### config.mk
export PLATFORM = sky130hd
export DESIGN_NAME = ibex_avalon_instr_bridge
export DESIGN_NICKNAME = d
export VERILOG_FILES = /design/src/rtl/ibex_avalon_instr_bridge.sv
export SDC_FILE = /design/constraint.sdc
export NUM_CORES = 1
export LEC_CHECK = 0
export BUFFER_PORTS_ARGS = -buffer_cell sky130_fd_sc_hd__buf_2
export CAP_MARGIN = 20
export CORE_MARGIN = 2
export CORE_UTILIZATION = 48
export DETAILED_ROUTE_END_ITERATION = 8
export GPL_ROUTABILITY_DRIVEN = 0
export PLACE_DENSITY_LB_ADDON = 0.3
export SETUP_SLACK_MARGIN = 0.2
export SYNTH_ARGS = -nofsm -noshare
export SYNTH_HDL_FRONTEND = slang
export SYNTH_SLANG_ARGS = --single-unit
### constraint.sdc
create_clock -name IO_CLK -period 3.43 [get_ports IO_CLK]
set_input_delay 0.686 -clock IO_CLK [delete_from_list [all_inputs] [get_ports IO_CLK]]
set_output_delay 0.686 -clock IO_CLK [all_outputs]
set_load 0.005 [all_outputs]
### src/rtl/ibex_avalon_instr_bridge.sv
// ibex_avalon_instr_bridge
//   Bridges the Ibex instruction-fetch port to a single-beat Avalon-MM read
//   master. One fetch is outstanding at a time. Fetches outside the
//   MEM_START/MEM_MASK window are answered with an error and issue no bus
//   command. A fetch whose read data never arrives is answered with an error
//   after TIMEOUT_CYCLES, and the late data beat is discarded when it shows up.
//
// Ports
//   IO_CLK, IO_RST_N        clock (rising edge), asynchronous active-low reset
//   instr_req_i/addr_i      core fetch request and byte address
//   instr_gnt_o             request accepted (combinational)
//   instr_rvalid_o/rdata_o  registered one-cycle response and fetched word
//   instr_err_o             response error, qualified by instr_rvalid_o
//   av_read_o/address_o     Avalon read command and word address
//   av_burstcount_o         always 1
//   av_waitrequest_i        slave stall
//   av_readdata_i/valid_i   slave read data and its valid strobe
module ibex_avalon_instr_bridge #(
    parameter logic [31:0] MEM_START      = 32'h0000_0000,
    parameter logic [31:0] MEM_MASK       = 32'h0000_FFFF,
    parameter int unsigned TIMEOUT_CYCLES = 256,
    parameter bit          SWAP_BYTES     = 1'b1
) (
    input  logic        IO_CLK,
    input  logic        IO_RST_N,
    input  logic        instr_req_i,
    input  logic [31:0] instr_addr_i,
    output logic        instr_gnt_o,
    output logic        instr_rvalid_o,
    output logic [31:0] instr_rdata_o,
    output logic        instr_err_o,
    output logic        av_read_o,
    output logic [31:0] av_address_o,
    output logic        av_burstcount_o,
    input  logic        av_waitrequest_i,
    input  logic [31:0] av_readdata_i,
    input  logic        av_readdatavalid_i
);

    localparam int unsigned CNT_W = (TIMEOUT_CYCLES > 1) ? $clog2(TIMEOUT_CYCLES) : 1;
    localparam logic [CNT_W-1:0] CNT_LAST = CNT_W'(TIMEOUT_CYCLES - 1);

    typedef enum logic [1:0] {
        ST_IDLE,
        ST_ADDR,
        ST_DATA,
        ST_ERR
    } state_t;

    state_t            state_q;
    logic [CNT_W-1:0]  cnt_q;
    logic              drop_q;
    logic              av_read_q;
    logic [31:0]       av_address_q;
    logic              rvalid_q;
    logic              err_q;
    logic [31:0]       rdata_q;
    logic              in_range;
    logic [31:0]       rdata_sw;

    assign in_range = (instr_addr_i & ~MEM_MASK) == MEM_START;

    always_comb begin
        rdata_sw = av_readdata_i;
        if (SWAP_BYTES) begin
            for (int unsigned i = 0; i < 4; i++) begin
                rdata_sw[8*i +: 8] = av_readdata_i[24-8*i +: 8];
            end
        end
    end

    // Grant is the only combinational output: it must track waitrequest
    // within the same cycle so the core sees acceptance exactly when the
    // slave takes the command.
    assign instr_gnt_o     = ((state_q == ST_ADDR) && !av_waitrequest_i) || (state_q == ST_ERR);
    assign instr_rvalid_o  = rvalid_q;
    assign instr_rdata_o   = rdata_q;
    assign instr_err_o     = err_q;
    assign av_read_o       = av_read_q;
    assign av_address_o    = av_address_q;
    assign av_burstcount_o = 1'b1;

    always_ff @(posedge IO_CLK or negedge IO_RST_N) begin
        if (!IO_RST_N) begin
            state_q      <= ST_IDLE;
            cnt_q        <= '0;
            drop_q       <= 1'b0;
            av_read_q    <= 1'b0;
            av_address_q <= '0;
            rvalid_q     <= 1'b0;
            err_q        <= 1'b0;
            rdata_q      <= '0;
        end else begin
            rvalid_q <= 1'b0;
            err_q    <= 1'b0;

            // A timed-out read's data beat is swallowed here; drop_q can only
            // be set while no new read is in flight, so this beat belongs to it.
            if (drop_q && av_readdatavalid_i) begin
                drop_q <= 1'b0;
            end

            case (state_q)
                ST_IDLE: begin
                    if (instr_req_i) begin
                        if (!in_range) begin
                            state_q <= ST_ERR;
                        end else if (!drop_q) begin
                            av_address_q <= (instr_addr_i & MEM_MASK) >> 2;
                            av_read_q    <= 1'b1;
                            state_q      <= ST_ADDR;
                        end
                    end
                end
                ST_ADDR: begin
                    if (!av_waitrequest_i) begin
                        av_read_q <= 1'b0;
                        cnt_q     <= '0;
                        state_q   <= ST_DATA;
                    end
                end
                ST_DATA: begin
                    cnt_q <= cnt_q + CNT_W'(1);
                    if (av_readdatavalid_i) begin
                        rvalid_q <= 1'b1;
                        rdata_q  <= rdata_sw;
                        state_q  <= ST_IDLE;
                    end else if (cnt_q == CNT_LAST) begin
                        rvalid_q <= 1'b1;
                        err_q    <= 1'b1;
                        rdata_q  <= '0;
                        drop_q   <= 1'b1;
                        state_q  <= ST_IDLE;
                    end
                end
                ST_ERR: begin
                    rvalid_q <= 1'b1;
                    err_q    <= 1'b1;
                    rdata_q  <= '0;
                    state_q  <= ST_IDLE;
                end
                default: state_q <= ST_IDLE;
            endcase
        end
    end

endmodule

After elaboration in Yosys (flattened, before gate mapping)
Cells that the tools add are included.
- equality and inequality tests: 10
- reductions and logical operators: 14
- bitwise operators: 1
- multiplexer cells: 26
- add/subtract/negate cells: 1
- operators with widths (cell ; number):
    2-to-1 mux 32 bit ; 2
    one-hot mux 32 bit (2 select lines) ; 1
    logical NOT 32 bit ; 1
    one-hot mux 8 bit (2 select lines) ; 1
    2-to-1 mux 2 bit ; 6
    2-to-1 mux 1 bit ; 11
    adder 8 x 1 -> 8 bit, second input constant ; 1
    == test 8 bit, second input constant ; 1
    2-to-1 mux 8 bit ; 1
    != test 2 bit, second input constant ; 4
    one-hot mux 2 bit (4 select lines) ; 1
    AND reduction 4 bit ; 2
    != test 3 bit, second input constant ; 2
    one-hot mux 1 bit (2 select lines) ; 3
    nonzero test 2 bit ; 3
    AND reduction 5 bit ; 1
    == test 2 bit, second input constant ; 2
    AND reduction 2 bit ; 2
    == test 2 x 1 -> 1 bit, second input constant ; 1
    logical AND 1 bit ; 2
    logical NOT 2 bit ; 1
    logical NOT 1 bit ; 1
    logical OR 1 bit ; 1
    inverter 1 bit ; 1
- register bits after elaboration: 60
- input port bits: 69
- logic and storage cells: 60

Longest topological paths before layout
Gate-level depths: netlist of run 1.
- word-level depth: 5
- depth in mapped cells: 6
- depth with buffers taken out: 5

Worst setup path after synthesis of run 1
No wires, ideal clock.
- path type: input to register
- from: input port instr_addr_i[25]
- to: register av_address_q[0] (netlist: av_address_o[0])
- cell stages on the path: 5
- path buffers: 1
- data required time: 3305 ps
- path slack: 1268 ps
- arrival: 2037 ps
- cell sequence: nor4_2 > nand4_2 > nor4b_4 > buf_8 > mux2_4
- word-level cells in the longest chain between the ends: 2
- RTL lines (element ; RTL line ; source):
    start: declaration ; 27 ; input logic [31:0] instr_addr_i,
    logical NOT 32 bit ; 61 ; assign in_range = (instr_addr_i & ~MEM_MASK) == MEM_START;
    AND reduction 4 bit (no source line) ; -- ;
    end signal: assignment ; 109 ; av_address_q <= (instr_addr_i & MEM_MASK) >> 2;
    end: declaration ; 54 ; logic [31:0] av_address_q;
No other way between the ends.
A chain may end at the register's enable or synchronous reset.

Worst setup path in the final report of run 1
- from: register cnt_q[0]
- to: register state_q[1]
- word-level cells in the longest chain between the ends: 3
- RTL lines (element ; RTL line ; source):
    start: declaration ; 51 ; logic [CNT_W-1:0] cnt_q;
    start signal: assignment ; 123 ; cnt_q <= cnt_q + CNT_W'(1);
    == test 8 bit ; 128 ; end else if (cnt_q == CNT_LAST) begin
    != test 3 bit (no source line) ; -- ;
    AND reduction 4 bit (no source line) ; -- ;
    end signal: assignment ; 127 ; state_q <= ST_IDLE;
    end signal: assignment ; 133 ; state_q <= ST_IDLE;
    end signal: assignment ; 140 ; state_q <= ST_IDLE;
    end: declaration ; 50 ; state_t state_q;
No other way between the ends.

==> results by group, run 1 <==
Drt
  • Final routed DRC violation total: 0
  • Router iterations before antenna repair: 4
  • Number of antenna-violating nets in the routed design: 0
  • Average vias per placed instance: 4.77
  • Drt wl/cell: 12.9 um
  • Routed wire length: 5050 um
  • Via count of the routed design: 1,868
  • Drt first-iter violations: 81

Global routing
  • Global routing met1 resource utilization: 0.224
  • Layer carrying the most global-route usage: met2
  • Global Route met3 Usage: 0.0529
  • Antenna violations before repair: 0
  • Global-route wire length before repair: 8220 um
  • Total global routing overflow: 0
  • Met2 Track Usage GR: 0.271
  • Pin count of the biggest net entering global routing: 34
  • Number of global-route vias before repair: 1,796
  • Overall fraction of global-route tracks in use: 0.175

Floorplan
  • Width of the die: 77.2 um
  • Initial core utilization: 0.500
  • Area enclosed by the die boundary: 0.00596 mm2
  • Core area: 0.00514 mm2
  • Chip height: 77.2 um
  • Row Count: 26
  • Number of top-level pins: 138

Timing
  • Setup repair after global routing missed its margin: false
  • Max-slew violation total from the final report: 0
  • Worst-Margin Slew: 0.758 ns
  • Final total negative setup slack: 0 ns
  • Fin crit share: 0.624
  • Final number of setup-violating endpoints: 0
  • Count of final hold-check violations: 0
  • Fin crit period: 2.14 ns
  • Worst hold margin: 0.412 ns
  • Worst clock skew: 0.00650 ns
  • Achievable clock frequency: 467 MHz
  • Worst slew slack as a fraction of its limit: 0.494

Clock network
  • Cts-stage hold buffer count: 0
  • Number of clock sinks: 60
  • Clock-pin slew on the worst setup and hold paths: 0.06 ns
  • Htree depth: 3
  • Number of buffers added by the clock tree synthesis step: 9
  • CTS tree: built
  • Clk Tree Root Cell: clkbuf_8
  • Buffers inserted during post-CTS setup optimization: 0
  • Post-cts repair resize count: 0
  • Clock insertion delay at the later pin of the skew report: 0.32 ns
  • Buffer depth of the longest clock path: 2

Synthesis
  • Number of distinct library cells after synthesis: 30
  • Post-synthesis register bit count: 60
  • Proportion of netlist area held by the largest area contributor: 0.584
  • Synth Instances: 198
  • Cell area after technology mapping: 0.00257 mm2
  • Synthesis Warnings: 0
  • Sequential fraction of the synthesis area: 0.584
  • Ranking of synthesized cells by area: dfrtp_1 (58%), a22o_1 (11%), buf_4 (5.8%)
  • Syn Area/Cell: 13.0 um2
  • Biggest area consumer among synthesized cells: dfrtp_1

Place
  • Number of cells after detailed placement: 376
  • DPL Wire Length: 3600 um
  • Placement Cell Area: 0.00314 mm2
  • Buffers on Ports: 116

Critical path
  • Critical-path cell list: ha_1 -> nand3_1 -> nor2_1 -> o31ai_4 -> buf_4 -> a21boi_0
  • Buffers & Inverters on Critical Path: 1
  • Crit-path max FO: 18
  • Arrival time reported for the critical path endpoint: 2.38 ns
  • Required time worst endpoint: 3.67 ns
  • Endpoint kind of the worst setup timing path: register
  • Number of cells on the critical path: 6
  • Crit path max-delay family: compound AO/OA/AOI/OAI gates
  • Kind of launch point of the worst setup path: register
  • Cell with the biggest individual delay on the critical path: o31ai_4
  • Path type of the worst setup path: reg -> reg
  • Worst Reg-to-Reg Cells: 6
  • Delay of the slowest critical-path stage: 0.62 ns

Min path
  • Hold WC Path Type: in -> async

Final layout
  • Multi-input gate area: 931 um2
  • Reg area: 0.00150 mm2
  • Summed area of non-filler cells in the final layout: 0.00334 mm2
  • Synthesis-to-layout area growth: 30.1%
  • Proportion of layout cells with a drive suffix above 1: 0.491
  • Non-filler instance count after layout: 392
  • Nets: 387
  • Util after Layout: 0.651
  • Layout fillers: 428
  • Number of inserted diodes: 0

Pwr
  • Worst-case vdd ir drop: 456 uV
  • Power per cell area: 743 mW/mm2
  • Leakage power figure: 1.83 nW

Run
  • Max capacitance violation total: 0

Status
  • Status: complete, no violations
==> Yosys cell counts <==
master,n
nor3_1,2
buf_8,1
a21oi_1,8
a21boi_0,2
nand4_1,2
a21o_2,1
nand2b_1,1
a22o_1,32
nand2_1,9
and3_1,2
buf_2,4
nand3_1,3
nor4_2,4
nor2_1,8
or3b_2,1
o21ai_0,4
mux2i_1,3
conb_1,2
inv_1,3
mux2_4,9
clkbuf_1,4
dfrtp_1,60
o31ai_2,1
nor4b_4,1
nor2b_1,2
nand4_2,1
mux2_2,5
buf_4,20
and2_1,2
ha_1,1
==> sequential cells by signal, indices dropped and copies added, names as in the netlist <==
register / cells
av_address_o: 14
av_read_o: 1
cnt_q: 8
drop_q: 1
instr_err_o: 1
instr_rdata_o: 32
instr_rvalid_o: 1
state_q: 2
==> per-layer routing <==
layer	wire length (um)	share of wire	vias up
met1	2300	0.45	858
li1	-	-	914
met2	2310	0.46	88
met3	379	0.075	8
met4	59	0.012	0
met5	0	0	-
==> power breakdown <==
group | internal, mW | switching (mW)
Clock | 0.373 | 0.261
Sequential | 0.949 | 0.162
Combinational | 0.385 | 0.354
Total | 1.71 | 0.777
==> worst paths after layout <==
path	slack [ns]	end	startpoint
max	1.29	state_q[1]	cnt_q[0]
min in group IO_CLK	0.49	av_read_o	av_read_o
min reg2reg	0.49	av_read_o	av_read_o
max in group asynchronous	2.21	instr_rdata_o[9]	IO_RST_N
max reg2reg	1.29	state_q[1]	cnt_q[0]
min	0.41	instr_rdata_o[30]	IO_RST_N
==> cells by family (layout without fill, tap and decap cells) <==
family                     Yosys count  count (layout)  share of synthesized area
muxes                               17              17                     0.0861
and+or+nand+nor                     38              38                     0.0934
adders and majority gates            1               1                    0.00487
AOI/OAI and AO/OA                   48              48                      0.146
DFF                                 60              60                      0.584
other                                2              19                    0.00292
buffers and inverters               32             139                     0.0822
==> metrics by stage <==
step | worst slack [ns] | power [mW]
floorplan | 1.27 | 1.54
global placement | 1.14 | 1.85
detailed placement | 1.12 | 1.86
CTS | 1.26 | 2.51
global route | 1.09 | 2.65
finish | 1.29 | 2.48
==> placed cells by master, fill, tap and decap left out, drive strengths merged, types with 4 or more instances in the layout <==
cell / instances
o21ai: 4
buf: 120
dfrtp: 60
conb: 19
clkbuf: 12
nand2: 9
a21oi: 8
nor4: 4
a22o: 32
nor2: 8
mux2: 14
==> area by class of cell <==
type / count / share of cell area
flip-flops and latches: 60 / 0.449
multi-input cells: 123 / 0.278
repair buffers: 120 / 0.183
clock buffers: 12 / 0.0464
clock inverters: 4 / 0.0142
inverters: 3 / 0.00337
well taps: 70 / 0.0262
Power figures use the tool's default switching activity.
==> run 2: changes to the inputs <==
Settings changed: ABC_AREA from default to 1, CORE_UTILIZATION 48 to 42.
Clock period 3.43 ns to 1.74 ns, I/O delays scaled along.
==> run 2 against run 1 <==
Compared with the run above:
- die area increased by 26%
- critical path type is now reg -> out
- sequential share of layout area decreased by 5.3 points
- largest power group is now combinational cells
- setup slack got worse by 1.1 ns
- clock power increased by 97%
==> results by group, run 2 <==
Status
  • Status: complete, no violations (unchanged)

Synthesis
  • Most instantiated library cell after synthesis: nand2_1 (was dfrtp_1)
  • Synthesis Warnings: 0 (unchanged)
  • Ranking of synthesized cells by area: dfrtp_1 (52%), nand2_1 (15%), nand4_1 (7.0%) (was dfrtp_1 (58%), a22o_1 (11%), buf_4 (5.8%))
  • Biggest area consumer among synthesized cells: dfrtp_1 (unchanged)
  • Proportion of netlist area held by the largest area contributor: 0.524 (was 0.584)
  • EDFF count, synth: 0 (unchanged)
  • Most instantiated flip-flop cell in the synthesis netlist: dfrtp_1 (unchanged)
  • Post-synth ARST share: 1.00 (unchanged)
  • Sequential fraction of the synthesis area: 0.524 (was 0.584)
  • Top cells by instance count after synthesis: nand2_1 (118), dfrtp_1 (60), nand4_1 (32) (was dfrtp_1 (60), a22o_1 (32), buf_4 (20))
  • Main combinational cell family by area after synthesis: simple AND/OR/NAND/NOR gates (was compound AO/OA/AOI/OAI gates)
  • Multiplexer fraction of the synthesized cell area: 0 (was 0.0861)
  • Syn Area/Cell: 8.41 um2 (was 13.0 um2)
  • Xor and xnor area share after synthesis: 0 (unchanged)
  • Fraction of the mapped netlist area in simple logic gates: 0.322 (was 0.0934)
  • Compound-Gate Fraction of Synth Area: 0.0306 (was 0.146)
  • Synth Instances: 341 (was 198)
  • Post-synthesis register bit count: 60 (unchanged)
  • Cell area after technology mapping: 0.00287 mm2 (was 0.00257 mm2)
  • Post-Synth Adder-Cell Area: 0.00436 (was 0.00487)
  • Number of distinct library cells after synthesis: 24 (was 30)

Clock network
  • Clock-pin slew on the worst setup and hold paths: 0.07 ns (was 0.06 ns)
  • CTS tree: built (unchanged)
  • Number of clock sinks: 60 (unchanged)
  • Clock insertion delay at the later pin of the skew report: 0.33 ns (was 0.32 ns)
  • Cts-stage hold buffer count: 0 (unchanged)
  • Htree depth: 3 (unchanged)
  • Clk Tree Root Cell: clkbuf_8 (unchanged)
  • Number of buffers added by the clock tree synthesis step: 9 (unchanged)
  • Buffer depth of the longest clock path: 2 (unchanged)

Place
  • DPL Wire Length: 4540 um (was 3600 um)
  • Buffers on Ports: 116 (unchanged)
  • Worst-case setup slack after placement: 0.138 ns (was 1.12 ns)

Timing
  • Setup repair after global routing missed its margin: true (was false)
  • Smallest setup slack after layout: 0.193 ns (was 1.29 ns)
  • Achievable clock frequency: 646 MHz
  • Fin crit share: 0.889
  • Count of final hold-check violations: 0 (unchanged)
  • Final number of setup-violating endpoints: 0 (unchanged)
  • Final total negative setup slack: 0 ns (unchanged)
  • Worst clock skew: 0.00744 ns (was 0.00650 ns)
  • Max-slew violation total from the final report: 0 (unchanged)
  • Fin crit period: 1.55 ns

Critical path
  • Path type of the worst setup path: reg -> out (was reg -> reg)
  • Delay of the slowest critical-path stage: 0.44 ns (was 0.62 ns)
  • Kind of launch point of the worst setup path: register (unchanged)
  • Buffers & Inverters on Critical Path: 3 (was 1)
  • RR Startpoint: state_q[0] (was cnt_q[0])
  • Arrival time reported for the critical path endpoint: 1.20 ns (was 2.38 ns)
  • CP most frequent cell: inv_2
  • Endpoint of the worst-slack reg-to-reg timing path: state_q[0] (was state_q[1])
  • Worst Reg-to-Reg Cells: 7 (was 6)
  • Endpoint kind of the worst setup timing path: output pin (was register)
  • Crit path max-delay family: flip-flops (was compound AO/OA/AOI/OAI gates)
  • Critical-path cell list: inv_2 -> nand2_4 -> nor2_4 -> inv_2 -> nand2_2 -> buf_6 (was ha_1 -> nand3_1 -> nor2_1 -> o31ai_4 -> buf_4 -> a21boi_0)
  • Cell with the biggest individual delay on the critical path: dfrtp_2 (was o31ai_4)
  • Required time worst endpoint: 1.39 ns (was 3.67 ns)
  • Crit-path max FO: 3 (was 18)
  • Setup slack of the most critical reg-to-reg path: 0.25 ns (was 1.29 ns)

Global routing
  • Met2 Track Usage GR: 0.306 (was 0.271)
  • Overall fraction of global-route tracks in use: 0.183 (was 0.175)
  • Global Route met3 Usage: 0.0552 (was 0.0529)
  • Number of global-route vias before repair: 2,481 (was 1,796)
  • Total global routing overflow: 0 (unchanged)
  • Global-route wire length before repair: 10,900 um (was 8220 um)
  • Layer carrying the most global-route usage: met2 (unchanged)
  • Antenna violations before repair: 0 (unchanged)
  • Pin count of the biggest net entering global routing: 61 (was 34)
  • Global routing met1 resource utilization: 0.224 (about the same)

Floorplan
  • Initial core utilization: 0.429 (was 0.500)
  • Width of the die: 86.6 um (was 77.2 um)
  • Core area: 0.00668 mm2 (was 0.00514 mm2)
  • Row Count: 30 (was 26)
  • Area enclosed by the die boundary: 0.00750 mm2 (was 0.00596 mm2)
  • Number of top-level pins: 138 (unchanged)
  • Chip height: 86.6 um (was 77.2 um)

Final layout
  • Number of inserted diodes: 0 (unchanged)
  • Proportion of layout cells with a drive suffix above 1: 0.358 (was 0.491)
  • Leading cell type in the layout, fill and taps excluded: buf_2 (unchanged)
  • Synthesis-to-layout area growth: 32.5% (was 30.1%)
  • Max FFs per register: 32 (unchanged)
  • Most frequent cells in the layout: buf_2 (115), nand2_1 (114), dfrtp_1 (59) (was buf_2 (116), dfrtp_1 (60), a22o_1 (32))
  • Nets: 534 (was 387)

Drt
  • Number of antenna-violating nets in the routed design: 0 (unchanged)
  • Drt first-iter violations: 121 (was 81)
  • Via count of the routed design: 2,653 (was 1,868)
  • Routed wire length: 6830 um (was 5050 um)
  • Average vias per placed instance: 4.83 (was 4.77)
  • Router iterations before antenna repair: 4 (unchanged)
  • Drt wl/cell: 12.4 um (was 12.9 um)
  • Final routed DRC violation total: 0 (unchanged)

Min path
  • Hold WC Path Type: in -> async (unchanged)

Run
  • Max capacitance violation total: 0 (unchanged)

Pwr
  • Power Total: 5.50 mW (was 2.48 mW)
  • Power per cell area: 1450 mW/mm2 (was 743 mW/mm2)
  • Leakage power figure: 2.21 nW (was 1.83 nW)
  • Worst-case vdd ir drop: 659 uV (was 456 uV)
[run 2: cell count changes in the layout (fill, tap and decap cells not counted), sizes merged, moves of 4 or more]
cell   delta
mux2     -14
nand4    +30
nor4      -4
nor2     +14
inv      +18
a21oi     -5
a22o     -32
nand2   +111
nand3    +24
buf      +10
o21ai     +9
[run 2: cell families (layout without fill, tap and decap cells)]
group	Yosys count	count (layout)
fa+ha+maj	1	1
simple gates	203	204
other cells	2	19
buf+inv	58	168
flops	60	60
compound gates	17	17
[run 2: timing repair]
action | 4_1_cts | 5_1_grt
pin swaps | 1 | 2
endpoints found under the setup margin | 47 | 51
gates resized for setup | 10 | 8
gates cloned | 1 | 1
buffers inserted | 5 | 3
[run 2: where the power goes]
group	internal [mW]	switching [mW]
Clock	0.735	0.519
Combinational	0.927	1.23
Sequential	1.85	0.247
Total	3.51	1.99
[run 2: worst reg2reg max path, cell delays in order, from the launching register on]
cell,delay [ns]
dfrtp_1,0.41
buf_4,0.18
nor2_2,0.24
inv_1,0.11
o21ai_1,0.19
inv_1,0.08
nand2_1,0.08
o21ai_0,0.07
[run 2: through the flow]
stage	area, um2	hold slack, ns	std cells	util
2_1_floorplan	2930	0.0524	358	-
3_5_place_dp	3410	0.384	523	0.511
3_3_place_gp	3410	0.386	523	0.511
4_1_cts	3720	0.0157	545	0.556
6_report	3800	0.0162	549	0.568
5_1_grt	3800	0.0298	549	0.568
[run 2: area by class of cell]
| class | count | area [um2] |
|---|---|---|
| repair buffers | 131 | 749 |
| multi-input cells | 241 | 1160 |
| clock buffers | 12 | 155 |
| clock inverters | 4 | 47.5 |
| well taps | 80 | 100 |
| flip-flops and latches | 60 | 1500 |
| fillers | 636 | 2880 |
| inverters | 21 | 78.8 |
[run 2: how the worst max path moves through the flow]
stage | slack, ns | startpoint | depth (start not counted) | end
after floorplan | 0.43 | state_q[1] | 6 | instr_gnt_o
after global placement | 0.17 | state_q[1] | 5 | av_address_o[12]
after detailed placement | 0.14 | state_q[1] | 5 | av_address_o[6]
after CTS | 0.14 | state_q[1] | 6 | instr_gnt_o
after global routing | 0.13 | state_q[1] | 6 | instr_gnt_o
final | 0.19 | state_q[1] | 6 | instr_gnt_o
[run 2: layer usage]
layer | wire length [um] | vias to the layer above
met2 | 3380 | 91
li1 | - | 1325
met1 | 2930 | 1229
met5 | 0 | -
met3 | 427 | 8
met4 | 95 | 0
==> run 3: changes to the inputs <==
Settings changed: GPL_TIMING_DRIVEN from default to 0, PLACE_DENSITY from default to 0.74, PLACE_DENSITY_LB_ADDON 0.3 to default.
==> run 3 against run 2 <==
Compared with the run above:
- sequential cell count unchanged
- setup slack worse by 0.058 ns
- critical path type unchanged
- utilization rose by 2.4 points
- critical path depth down 1
- maximum frequency is 3.6% lower
- sequential power is essentially flat
- clock-buffer cell count rose by 1
- sequential share of layout area fell by 1.6 points
- first-iteration DRC count fell by 21%
==> results by group, run 3 (synthesized netlist as in run 2, its figures left out) <==
Clock network
  • CTS tree: built (unchanged)
  • Clock insertion delay at the later pin of the skew report: 0.33 ns (about the same)
  • Clk Tree Root Cell: clkbuf_8 (unchanged)
  • Number of buffers added by the clock tree synthesis step: 9 (unchanged)
  • Clock-pin slew on the worst setup and hold paths: 0.06 ns (was 0.07 ns)
  • Htree depth: 3 (unchanged)
  • Number of clock sinks: 60 (unchanged)
  • Buffer depth of the longest clock path: 2 (unchanged)

Global routing
  • Pin count of the biggest net entering global routing: 41 (was 61)
  • Overall fraction of global-route tracks in use: 0.183 (about the same)
  • Global-route wire length before repair: 11,100 um (was 10,900 um)
  • Antenna violations before repair: 0 (unchanged)
  • Number of global-route vias before repair: 2,568 (was 2,481)
  • Total global routing overflow: 0 (unchanged)

Floorplan
  • Initial core utilization: 0.429 (unchanged)
  • Row Count: 30 (unchanged)
  • Core area: 0.00668 mm2 (unchanged)
  • Number of top-level pins: 138 (unchanged)
  • Chip height: 86.6 um (unchanged)
  • Width of the die: 86.6 um (unchanged)
  • Area enclosed by the die boundary: 0.00750 mm2 (unchanged)

Timing
  • Max-slew violation total from the final report: 0 (unchanged)
  • Final total negative setup slack: 0 ns (unchanged)
  • Fin crit period: 1.61 ns (was 1.55 ns)
  • Worst hold margin: 0.245 ns (was 0.0162 ns)
  • Worst clock skew: 0.00956 ns (was 0.00744 ns)
  • Achievable clock frequency: 623 MHz (was 646 MHz)
  • Final number of setup-violating endpoints: 0 (unchanged)
  • Worst-Margin Slew: 0.504 ns
  • Count of final hold-check violations: 0 (unchanged)
  • Worst slew slack as a fraction of its limit: 0.664
  • Setup repair after global routing missed its margin: true (unchanged)
  • Fin crit share: 0.923 (was 0.889)

Final layout
  • Non-filler instance count after layout: 581 (was 549)
  • Synthesis-to-layout area growth: 38.1% (was 32.5%)
  • Max FFs per register: 32 (unchanged)
  • Nets: 567 (was 534)
  • Proportion of layout cells with a drive suffix above 1: 0.381 (was 0.358)
  • Number of inserted diodes: 0 (unchanged)
  • Most frequent cells in the layout: buf_2 (116), nand2_1 (112), dfrtp_1 (59) (was buf_2 (115), nand2_1 (114), dfrtp_1 (59))
  • Leading cell type in the layout, fill and taps excluded: buf_2 (unchanged)
  • Util after Layout: 0.592 (was 0.568)
  • Summed area of non-filler cells in the final layout: 0.00396 mm2 (was 0.00380 mm2)

Place
  • Number of cells after detailed placement: 554 (was 523)
  • DPL Wire Length: 5000 um (was 4540 um)
  • Buffers on Ports: 115 (was 116)
  • Placement Cell Area: 0.00363 mm2 (was 0.00341 mm2)

Critical path
  • Worst Reg-to-Reg Cells: 11 (was 7)
  • Arrival time reported for the critical path endpoint: 1.26 ns (was 1.20 ns)
  • Delay of the slowest critical-path stage: 0.37 ns (was 0.44 ns)
  • Required time worst endpoint: 1.39 ns (about the same)
  • Path type of the worst setup path: reg -> out (unchanged)
  • Kind of launch point of the worst setup path: register (unchanged)
  • Startpoint of the most critical setup path: state_q[1] (unchanged)
  • Critical-path cell list: buf_6 -> buf_6 -> nand2_2 -> nand2_2 -> buf_2 (was inv_2 -> nand2_4 -> nor2_4 -> inv_2 -> nand2_2 -> buf_6)
  • Endpoint kind of the worst setup timing path: output pin (unchanged)
  • Cell with the biggest individual delay on the critical path: dfrtp_1 (was dfrtp_2)
  • Setup slack of the most critical reg-to-reg path: 0.23 ns (was 0.25 ns)
  • Endpoint of the worst-slack reg-to-reg timing path: cnt_q[4] (was state_q[0])
  • RR Startpoint: state_q[1] (was state_q[0])
  • Critical Path Sink: instr_gnt_o (unchanged)
  • Crit-path max FO: 10 (was 3)

Drt
  • Drt first-iter violations: 96 (was 121)
  • Drt wl/cell: 11.8 um (was 12.4 um)
  • Via count of the routed design: 2,734 (was 2,653)
  • Final routed DRC violation total: 0 (unchanged)
  • Number of antenna-violating nets in the routed design: 0 (unchanged)
  • Average vias per placed instance: 4.71 (was 4.83)
  • Router iterations before antenna repair: 5 (was 4)
  • Routed wire length: 6880 um (was 6830 um)

Run
  • Max capacitance violation total: 0 (unchanged)

Pwr
  • Worst-case vdd ir drop: 617 uV (was 659 uV)
  • Part of the power in the clock network: 0.219 (was 0.228)
  • Net switching power: 1.96 mW (was 1.99 mW)
  • Power per cell area: 1370 mW/mm2 (was 1450 mW/mm2)
  • Power Internal: 3.47 mW (was 3.51 mW)
  • Leakage power figure: 2.32 nW (was 2.21 nW)
  • Relative contribution of sequential cells to total power: 0.388 (was 0.381)
  • Switching share of power: 0.361 (was 0.362)
  • Gate power share: 0.393 (was 0.391)

Min path
  • Hold Crit Start: instr_addr_i[15]
  • Hold WC Path Type: in -> reg (was in -> async)

Status
  • Status: complete, no violations (unchanged)
==> run 3: changes by cell type in the layout (fill, tap and decap cells not counted), sizes merged <==
cell,before,now
clkinvlp,1,0
dlygate4sd3,0,1
nand2,120,119
buf,130,155
bufbuf,1,0
inv,21,20
clkbuf,12,22
==> run 3: what timing repair did <==
action	in CTS	in global routing
pin swaps	1	3
setup buffers	9	2
gates cloned	0	0
endpoints found under the setup margin	1	37
resized for setup	14	9
hold endpoints to repair	20	0
hold buffers	1	0
==> run 3: worst max-delay path: cells and delay by family, from the launching register on <==
| kind | cells | cell delay, ns |
|---|---|---|
| flip-flops | 1 | 0.37 |
| AND/OR/NAND/NOR | 2 | 0.18 |
| buffers and inverters | 3 | 0.38 |
==> run 3: per-layer routing <==
metal	track usage	up-vias	share of wire
met5	0	-	0
met4	0.0696	0	0.013
met3	0.0448	11	0.055
met1	0.233	1259	0.44
li1	-	1384	-
met2	0.302	80	0.49
==> run 3: per-stage QoR <==
stage / power, mW / setup slack, ns
after detailed placement: 4.02 / 0.103
after global routing: 5.84 / 0.0859
after global placement: 3.95 / 0.152
after floorplan: 3.24 / 0.428
final: 5.43 / 0.134
after CTS: 5.40 / 0.130
==> run 3: how the worst min path moves through the flow <==
stage                     slack (ns)                end  cells past startpoint
after floorplan                 0.05    av_address_o[0]                      0
after global placement          0.45  instr_rdata_o[29]                      2
after detailed placement        0.34   av_address_o[12]                      1
after CTS                       0.23   av_address_o[13]                      3
after global routing            0.25    av_address_o[8]                      3
final                           0.25   av_address_o[13]                      3
==> run 3: final cells by class <==
| cell class | instances | area [um2] |
|---|---|---|
| multi-input cells | 240 | 1130 |
| plain buffers | 37 | 268 |
| fillers | 624 | 2720 |
| repair buffers | 128 | 688 |
| well taps | 80 | 100 |
| flip-flops and latches | 60 | 1500 |
| clock buffers | 13 | 149 |
| clock inverters | 2 | 35.0 |
| inverters | 21 | 83.8 |
==> run 3: power groups by stage <==
| stage | Sequential (mW) | Clock [mW] | Combinational (mW) |
|---|---|---|---|
| 6_report | 2.11 | 1.19 | 2.14 |
| 4_1_cts | 2.11 | 1.21 | 2.08 |
| 2_1_floorplan | 2.14 | 0 | 1.10 |
| 3_3_place_gp | 2.10 | 0 | 1.85 |
| 5_1_grt | 2.16 | 1.27 | 2.40 |
| 3_5_place_dp | 2.12 | 0 | 1.90 |
